`src/rtl/matmul_run_sequencer.sv`:
```
// matmul_run_sequencer
//   Run controller for the matrix-multiplier HLS core. After a power-up delay
//   it repeatedly starts the core (ap_ctrl_hs), streams a constant A/B operand
//   frame into input_r, drains the result frame from output_r and checks its
//   TLAST framing. Every correct result word equals A_VALUE*B_VALUE*DIM.
//
// Ports
//   clk, reset         : single clock, asynchronous active-high reset
//   ap_start/ready/done: core start handshake
//   input_r_*          : AXI-Stream operand master (TDATA/TVALID/TLAST out, TREADY in)
//   output_r_*         : AXI-Stream result slave (TDATA/TVALID/TLAST in, TREADY out)
//   run_count          : completed runs, saturating at 255
//   busy               : high while in SEND or DRAIN
//   framing_error      : sticky, bad TLAST placement or excess result beats
//   timeout_error      : sticky, watchdog expired and the sequencer halted
`timescale 1ns/1ps
module matmul_run_sequencer #(
  parameter logic [19:0] START_DELAY = 20'd20000,
  parameter logic [2:0]  DIM         = 3'd4,
  parameter logic [31:0] A_VALUE     = 32'd1,
  parameter logic [31:0] B_VALUE     = 32'd3,
  parameter logic [7:0]  NUM_RUNS    = 8'd0,
  parameter logic [7:0]  GAP_CYCLES  = 8'd16,
  parameter logic [15:0] TIMEOUT     = 16'd4096
) (
  input  logic        clk,
  input  logic        reset,
  output logic        ap_start,
  input  logic        ap_ready,
  input  logic        ap_done,
  output logic [31:0] input_r_TDATA,
  output logic        input_r_TVALID,
  output logic        input_r_TLAST,
  input  logic        input_r_TREADY,
  input  logic [31:0] output_r_TDATA,
  input  logic        output_r_TVALID,
  input  logic        output_r_TLAST,
  output logic        output_r_TREADY,
  output logic [7:0]  run_count,
  output logic        busy,
  output logic        framing_error,
  output logic        timeout_error
);

  localparam logic [7:0] DIM8  = {5'd0, DIM};
  localparam logic [7:0] N_OUT = DIM8 * DIM8;
  localparam logic [7:0] N_IN  = N_OUT + N_OUT;

  typedef enum logic [2:0] {S_DELAY, S_SEND, S_DRAIN, S_GAP, S_HALT} state_t;

  state_t      state_q, state_d;
  logic [19:0] dly_cnt_q, dly_cnt_d;
  logic [7:0]  in_idx_q, in_idx_d;
  logic [7:0]  out_cnt_q, out_cnt_d;
  logic [7:0]  gap_cnt_q, gap_cnt_d;
  logic [15:0] wd_q, wd_d;
  logic [7:0]  run_count_q, run_count_d;
  logic        done_seen_q, done_seen_d;
  logic        ap_start_q, ap_start_d;
  logic [31:0] tdata_q, tdata_d;
  logic        tvalid_q, tvalid_d;
  logic        tlast_q, tlast_d;
  logic        out_tready_q, out_tready_d;
  logic        busy_q, busy_d;
  logic        ferr_q, ferr_d;
  logic        terr_q, terr_d;

  logic in_beat, out_beat, activity, start_run;

  // Result payload is checked downstream, not here.
  logic unused_tdata;
  assign unused_tdata = ^output_r_TDATA;

  always_comb begin
    state_d      = state_q;
    dly_cnt_d    = dly_cnt_q;
    in_idx_d     = in_idx_q;
    out_cnt_d    = out_cnt_q;
    gap_cnt_d    = gap_cnt_q;
    wd_d         = wd_q;
    run_count_d  = run_count_q;
    done_seen_d  = done_seen_q;
    ap_start_d   = ap_start_q;
    tdata_d      = tdata_q;
    tvalid_d     = tvalid_q;
    tlast_d      = tlast_q;
    out_tready_d = out_tready_q;
    busy_d       = busy_q;
    ferr_d       = ferr_q;
    terr_d       = terr_q;
    start_run    = 1'b0;

    in_beat  = tvalid_q & input_r_TREADY;
    out_beat = out_tready_q & output_r_TVALID;
    activity = in_beat | out_beat | ap_ready | ap_done;

    case (state_q)
      S_DELAY: begin
        if ({1'b0, dly_cnt_q} + 21'd1 >= {1'b0, START_DELAY}) start_run = 1'b1;
        else dly_cnt_d = dly_cnt_q + 20'd1;
      end

      S_SEND, S_DRAIN: begin
        if (ap_start_q && ap_ready) ap_start_d = 1'b0;
        if (ap_done) done_seen_d = 1'b1;

        if (out_beat) begin
          if (out_cnt_q >= N_OUT) ferr_d = 1'b1;
          else if (output_r_TLAST != (out_cnt_q == N_OUT - 8'd1)) ferr_d = 1'b1;
          if (out_cnt_q != 8'hFF) out_cnt_d = out_cnt_q + 8'd1;
        end

        if (state_q == S_SEND && in_beat) begin
          if (in_idx_q == N_IN - 8'd1) begin
            tvalid_d = 1'b0;
            tlast_d  = 1'b0;
            tdata_d  = '0;
            state_d  = S_DRAIN;
          end else begin
            in_idx_d = in_idx_q + 8'd1;
            tdata_d  = (in_idx_q + 8'd1 < N_OUT) ? A_VALUE : B_VALUE;
            tlast_d  = (in_idx_q + 8'd1 == N_IN - 8'd1);
          end
        end

        wd_d = activity ? '0 : wd_q + 16'd1;

        // Completion uses registered count/done so it lands one edge after
        // the final result beat; it takes priority over the watchdog.
        if (state_q == S_DRAIN && out_cnt_q >= N_OUT && done_seen_q) begin
          if (run_count_q != 8'hFF) run_count_d = run_count_q + 8'd1;
          state_d      = S_GAP;
          gap_cnt_d    = '0;
          busy_d       = 1'b0;
          out_tready_d = 1'b0;
          ap_start_d   = 1'b0;
        end else if (!activity && ({1'b0, wd_q} + 17'd1 >= {1'b0, TIMEOUT})) begin
          terr_d       = 1'b1;
          state_d      = S_HALT;
          ap_start_d   = 1'b0;
          tvalid_d     = 1'b0;
          tlast_d      = 1'b0;
          tdata_d      = '0;
          out_tready_d = 1'b0;
          busy_d       = 1'b0;
        end
      end

      S_GAP: begin
        if ({1'b0, gap_cnt_q} + 9'd1 >= {1'b0, GAP_CYCLES}) begin
          if (NUM_RUNS == 8'd0 || run_count_q < NUM_RUNS) start_run = 1'b1;
          else state_d = S_HALT;
        end else begin
          gap_cnt_d = gap_cnt_q + 8'd1;
        end
      end

      S_HALT: ;

      default: state_d = S_HALT;
    endcase

    if (start_run) begin
      state_d      = S_SEND;
      dly_cnt_d    = '0;
      ap_start_d   = 1'b1;
      tvalid_d     = 1'b1;
      tdata_d      = A_VALUE;
      tlast_d      = 1'b0;
      in_idx_d     = '0;
      out_cnt_d    = '0;
      done_seen_d  = 1'b0;
      wd_d         = '0;
      busy_d       = 1'b1;
      out_tready_d = 1'b1;
    end
  end

  always_ff @(posedge clk or posedge reset) begin
    if (reset) begin
      state_q      <= S_DELAY;
      dly_cnt_q    <= '0;
      in_idx_q     <= '0;
      out_cnt_q    <= '0;
      gap_cnt_q    <= '0;
      wd_q         <= '0;
      run_count_q  <= '0;
      done_seen_q  <= 1'b0;
      ap_start_q   <= 1'b0;
      tdata_q      <= '0;
      tvalid_q     <= 1'b0;
      tlast_q      <= 1'b0;
      out_tready_q <= 1'b0;
      busy_q       <= 1'b0;
      ferr_q       <= 1'b0;
      terr_q       <= 1'b0;
    end else begin
      state_q      <= state_d;
      dly_cnt_q    <= dly_cnt_d;
      in_idx_q     <= in_idx_d;
      out_cnt_q    <= out_cnt_d;
      gap_cnt_q    <= gap_cnt_d;
      wd_q         <= wd_d;
      run_count_q  <= run_count_d;
      done_seen_q  <= done_seen_d;
      ap_start_q   <= ap_start_d;
      tdata_q      <= tdata_d;
      tvalid_q     <= tvalid_d;
      tlast_q      <= tlast_d;
      out_tready_q <= out_tready_d;
      busy_q       <= busy_d;
      ferr_q       <= ferr_d;
      terr_q       <= terr_d;
    end
  end

  assign ap_start        = ap_start_q;
  assign input_r_TDATA   = tdata_q;
  assign input_r_TVALID  = tvalid_q;
  assign input_r_TLAST   = tlast_q;
  assign output_r_TREADY = out_tready_q;
  assign run_count       = run_count_q;
  assign busy            = busy_q;
  assign framing_error   = ferr_q;
  assign timeout_error   = terr_q;

endmodule
```
`config.mk`:
```
export PLATFORM = sky130hd
export DESIGN_NAME = matmul_run_sequencer
export DESIGN_NICKNAME = d
export VERILOG_FILES = /design/src/rtl/matmul_run_sequencer.sv
export SDC_FILE = /design/constraint.sdc
export NUM_CORES = 1
export LEC_CHECK = 0
export ABC_CLOCK_PERIOD_IN_PS = 3900
export BUFFER_PORTS_ARGS = -buffer_cell sky130_fd_sc_hd__buf_2
export CAP_MARGIN = 20
export CORE_AREA = 2 2 138 140
export CTS_CLUSTER_SIZE = 30
export DETAILED_ROUTE_END_ITERATION = 12
export DIE_AREA = 0 0 140 142
export PLACE_DENSITY_LB_ADDON = 0.1
export RECOVER_POWER = 50
export SLEW_MARGIN = 10
export SYNTH_ARGS = -nofsm -noshare
export SYNTH_HDL_FRONTEND = slang
export SYNTH_SLANG_ARGS = --single-unit
```
`constraint.sdc`:
```
create_clock -name clk -period 3.9 [get_ports clk]
set_input_delay 0.39 -clock clk [delete_from_list [all_inputs] [get_ports clk]]
set_output_delay 0.39 -clock clk [all_outputs]
set_load 0.02 [all_outputs]
```
* Word level (Yosys, flattened, before mapping) *
Index checks and enable logic that the tools add are counted.

operators by class
  add/sub/neg operators = 9
  magnitude comparators = 5
  equality and inequality tests = 17
  mux-type cells = 59
  bitwise logic cells = 6
  reductions and logical operators = 30

operators with widths
  cell                   count
  $mux 32                5
  $mux 8                 10
  $mux 20                3
  $mux 16                3
  $add 8x1->8 const B    4
  $mux 1                 28
  $add 20x1->21 const B  1
  $ge 21x15->1 const B   1
  $reduce_and 3->1       7
  $add 20x1->20 const B  1
  $add 16x1->17 const B  1
  $ge 17x13->1 const B   1
  $add 16x1->16 const B  1
  $eq 8x5->1 const B     2
  $ne 8x8->1 const B     2
  $pmux 8 s2             1
  $reduce_bool 2->1      8
  $mux 3                 5
  $ne 5x5->1 const B     2
  $add 8x1->9 const B    1
  $ge 9x5->1 const B     1
  $eq 8x4->1 const B     1
  $ge 8x5->1 const B     1
  $lt 8x5->1 const B     1
  other kinds (20)       35

word-level totals
  register bits after elaboration = 110
  input port bits = 39

* Depth between registers and ports, before layout *
  depth in word-level cells = 10
  mapped depth = 10
  depth with buffers taken out = 8

* Worst setup path before layout *
Ideal clock, no wire load.

  path type = register -> register
  from = reg dly_cnt_q[0]
  to = reg dly_cnt_q[1]
  setup time = 0.122 ns
  arrival = 2.175 ns
  path slack = 1.603 ns
  stages on the path, launching flop included = 9
  clock period less this slack = 2.297 ns
  cells stage by stage = dfrtp_1 ha_1 nand3_2 nor4_2 nor3_1 a311o_1 o21a_2 buf_2 a32o_1

between the ends
  word-level cells in the longest chain between the ends = 6
  elaborated cells on any way between the ends = 11
  those cells by class = add/sub (2); order compare (1); eq/ne (1); mux (5); reduce/logical (2)

ends and longest elaborated chain
  element                                                           line  RTL
  start, declared                                                   52    logic [19:0] dly_cnt_q, dly_cnt_d;
  start signal, assigned                                            199   dly_cnt_q <= dly_cnt_d;
  $add 20x1->21                                                     99    if ({1'b0, dly_cnt_q} + 21'd1 >= {1'b0, START_DELAY}) start_run = 1'b1;
  $ge 21x15->1                                                      99
  $mux 1                                                            99
  $pmux 1 s2                                                        97    case (state_q)
  $ne 2x2->1 (no line) / $reduce_bool 2->1 (equally long branches)  -
  $reduce_and 2->1 (no line)                                        -

Parallel ways exist; a longest one is shown, timed or not. The select of a mux whose other input is x is not followed.
A chain may end at the register's enable or synchronous reset.

* Worst setup path after layout *
  from = reg dly_cnt_q[0]
  to = reg wd_q[3]

between the ends
  word-level cells in the longest chain between the ends = 5
  elaborated cells on any way between the ends = 6
  those cells by class = add/sub (1); order compare (1); mux (3); reduce/logical (1)

ends and longest elaborated chain
  element                                              line  RTL
  $add 20x1->21 *                                      99
  $ge 21x15->1 *                                       99
  $mux 1 *                                             99
  $pmux 1 s2 *                                         97
  $mux 16 / $reduce_bool 2->1 (equally long branches)  -
  end signal, assigned                                 203   wd_q <= wd_d;
  end, declared                                        56    logic [15:0] wd_q, wd_d;

Every way passes the cells marked *; elsewhere a longest branch is shown, timed or not.

==> results.toml <==
[detailed_routing]
drtAntennaViolNets = 0
via_count = 4130
finalWirelength_mm = 12.56
first_iter_violations = 268
route.detailed.drc = 0
via_per_inst = 4.917
route.detailed.wl_per_inst_um = 14.95
dr.pass1.iters = 6

[power_and_ir_drop]
peakVddDrop_uv = 407.3
leakage_nw = 2.790
seq_power_share_pct = 41.3
p_comb_share_pct = 30.5
swShare_pct = 35.71
power.total_w = 0.003384
p_int_w = 0.002175
p_switching_w = 0.001208
power_density_mw_per_mm2 = 546.1
clockPowerShare_pct = 28.2

[global_route]
grt_pass1_wl_mm = 21.92
grtUsageTotal_pct = 13.59
antenna_found_initial = 0
grt_pass1_vias = 4239
grt_max_degree = 57
grt_overflow = 0

[finish]
fill_cells = 1893
fin_area_mm2 = 0.006196
n_antenna_cell = 0
final_layout_size_suffix_gt1_share_pct = 12.38
nNetsFinal = 650
area_growth_pct = 14.60

[status]
violations = "capacitance limit, slew limit"
status = "finished with violations"

[logic_synthesis]
syn_area_per_cell_um2 = 9.759
synth_cell_types = 64
syn_area_mm2 = 0.005406
synthArstFlopShare_pct = 100.0
synth-edff-count = 0
yosys_most_used_dff = "dfrtp_1"
syn_inst = 554
seq_area_frac_synth_pct = 50.91
synth_warnings = 0
netlist_top_cells_area = "dfrtp_1, and2_1, nor2_1"
synth_top_area_cell = "dfrtp_1"
synth_top_area_share_pct = 50.91
ys_ff_latch = 110
synth_nets = 602

[floorplanning]
start_util_pct = 29.29
dieArea_mm2 = 0.01988
num_rows = 50
coreArea_mm2 = 0.01846
pin_count = 86
fp.dieW_um = 140
dieHeight_um = 142

[place]
port_buffers = 53
hpwlAfterDp_mm = 8.660
placed_area_mm2 = 0.005919
place_congestion = 0.7734

[critical_path]
startpoint_type = "flop"
critPathKind = "reg2reg"
crit_fanout = 11
worstPathRequired_ns = 4.10
arrival_ns = 3.08
endpoint_kind = "flop"

[sta]
final.period_utilization_pct = 73.87
finalSetupViolations = 0
worst_pin_slew_ns = 2.531
fmax_ghz = 0.3471
period_minus_slack_ns = 2.881
hold_violations = 0
slew-limit-headroom_pct = -69.64
rsz0062_at_grt = "false"
setup_tns_ns = 0
holdWs_ns = 0.2941
slew_violations = 57
skew_ns = 0.007865

[clock_network]
clock_sinks = 110
clock_latency_ns = 0.35
tritoncts = "yes"
cts_setup_buffers = 0
cts_buffer_depth = 2
post_cts_resized = 0
root_buffer = "clkbuf_16"
numCtsBuffers = 9
postCtsHoldBufs = 0
clk_pin_slew_worst_paths_ns = 0.07
cts_max_level = 3

[min_path]
hold_class = "in2reg"

[job]
drv_cap = 1
[final timing paths]
path,start,to,slack (ns),cells after the start
max,dly_cnt_q[0],wd_q[3],1.02,9
max reg2reg,dly_cnt_q[0],wd_q[3],1.02,9
min reg2reg,framing_error,framing_error,0.47,1
min,ap_done,done_seen_q,0.29,3
max in group asynchronous,reset,input_r_TDATA[29],1.56,3
min in group asynchronous,reset,out_cnt_q[2],0.74,2
[cells by family after synthesis]
kind of cell / share of synthesized area, %
compound gates: 13.24
xor+xnor: 4.536
fa+ha+maj: 2.083
buf+inv: 3.240
flops: 50.91
mux: 0.9489
simple gates: 25.04
[state kept, by name, indices dropped and copies added, names as in the netlist]
name,flops
gap_cnt_q,8
input_r_TLAST,1
input_r_TVALID,1
in_idx_q,8
timeout_error,1
wd_q,16
ap_start,1
busy,1
input_r_TDATA,32
run_count,8
dly_cnt_q,20
state_q,3
done_seen_q,1
framing_error,1
out_cnt_q,8
[synthesized netlist by cell type (3+ instances only)]
master / instances
o22ai_1: 5
buf_4: 4
and3_1: 14
nand4_1: 14
inv_1: 14
o21a_1: 3
nand3_1: 26
a21o_1: 5
nand2_1: 52
nor3_1: 9
ha_1: 9
nor4_1: 6
o21bai_1: 3
o21ai_0: 30
buf_2: 7
xor2_1: 13
or3_1: 7
nor3b_1: 4
o211ai_1: 3
mux2i_1: 4
dfrtp_1: 110
a211oi_1: 3
clkbuf_1: 14
and2_1: 41
or4_1: 4
nand2b_1: 4
nor4_2: 4
xnor2_1: 15
a21oi_1: 23
nor2_1: 53
a31oi_1: 11
[worst max-delay path, cell delays in order, from the launching register on]
cell and delay [ns]:
dfrtp_1 0.44, ha_1 0.26, nand3_2 0.23, nor4_2 0.48, nor3_1 0.08, a311o_1 0.36, o21a_2 0.15, a21oi_4 0.35
buf_4 0.26, o22ai_1 0.10
[through the flow]
step | util [%] | instances | setup slack (ns)
finish | 33.57 | 840 | 1.019
global route | 33.57 | 840 | 0.7999
CTS | 33.75 | 840 | 1.020
detailed placement | 32.07 | 825 | 1.029
global placement | 32.07 | 825 | 1.055
floorplan | - | 554 | 0.6077
[per-layer routing]
layer	routed length, µm	track usage (%)	share of wire [%]
met5	0	0	0
met4	121	3.083	0.96
met3	460	3.365	3.7
met2	5959	22.63	47
met1	6016	18.01	48
[power by group through the flow]
stage / Sequential (W) / Clock, W / Combinational (W)
5_1_grt: 0.00143 / 0.00106 / 0.00118
3_3_place_gp: 0.00142 / 0 / 0.00103
3_5_place_dp: 0.00142 / 0 / 0.00105
2_1_floorplan: 0.00141 / 0 / 0.000771
4_1_cts: 0.00140 / 0.00100 / 0.00105
6_report: 0.00140 / 0.000954 / 0.00103
[cell usage in the layout (no fill, tap or decap), drive strengths merged, types with 2 or more instances in the layout]
cell type	n
dfrtp	110
nor2	55
nand2	52
and2	41
buf	39
clkbuf	36
o21ai	31
nand3	28
a21oi	25
xnor2	15
nand4	14
and3	14
xor2	13
inv	13
a31oi	11
nor4	10
nor3	9
ha	9
or3	7
o22ai	5
a21o	5
nand2b	4
nor3b	4
mux2i	4
or4	4
o21a	4
a211oi	4
o211ai	4
o21bai	3
a41oi	2
and4	2
a31o	2
nor2b	2
a22oi	2
nand3b	2
or2	2
clkinvlp	2
[final cells by class]
cell class	instances	area (µm²)	area share, %
clock buffer	12	266.5	4.301
clock inverter	3	42.54	0.6866
inverter	14	53.80	0.8683
multi-input combinational	404	2479	40.00
sequential	110	2753	44.43
tap	234	292.8	4.725
timing repair buffer	63	309.0	4.988
Note: power is estimated with default switching activity, not from simulation.
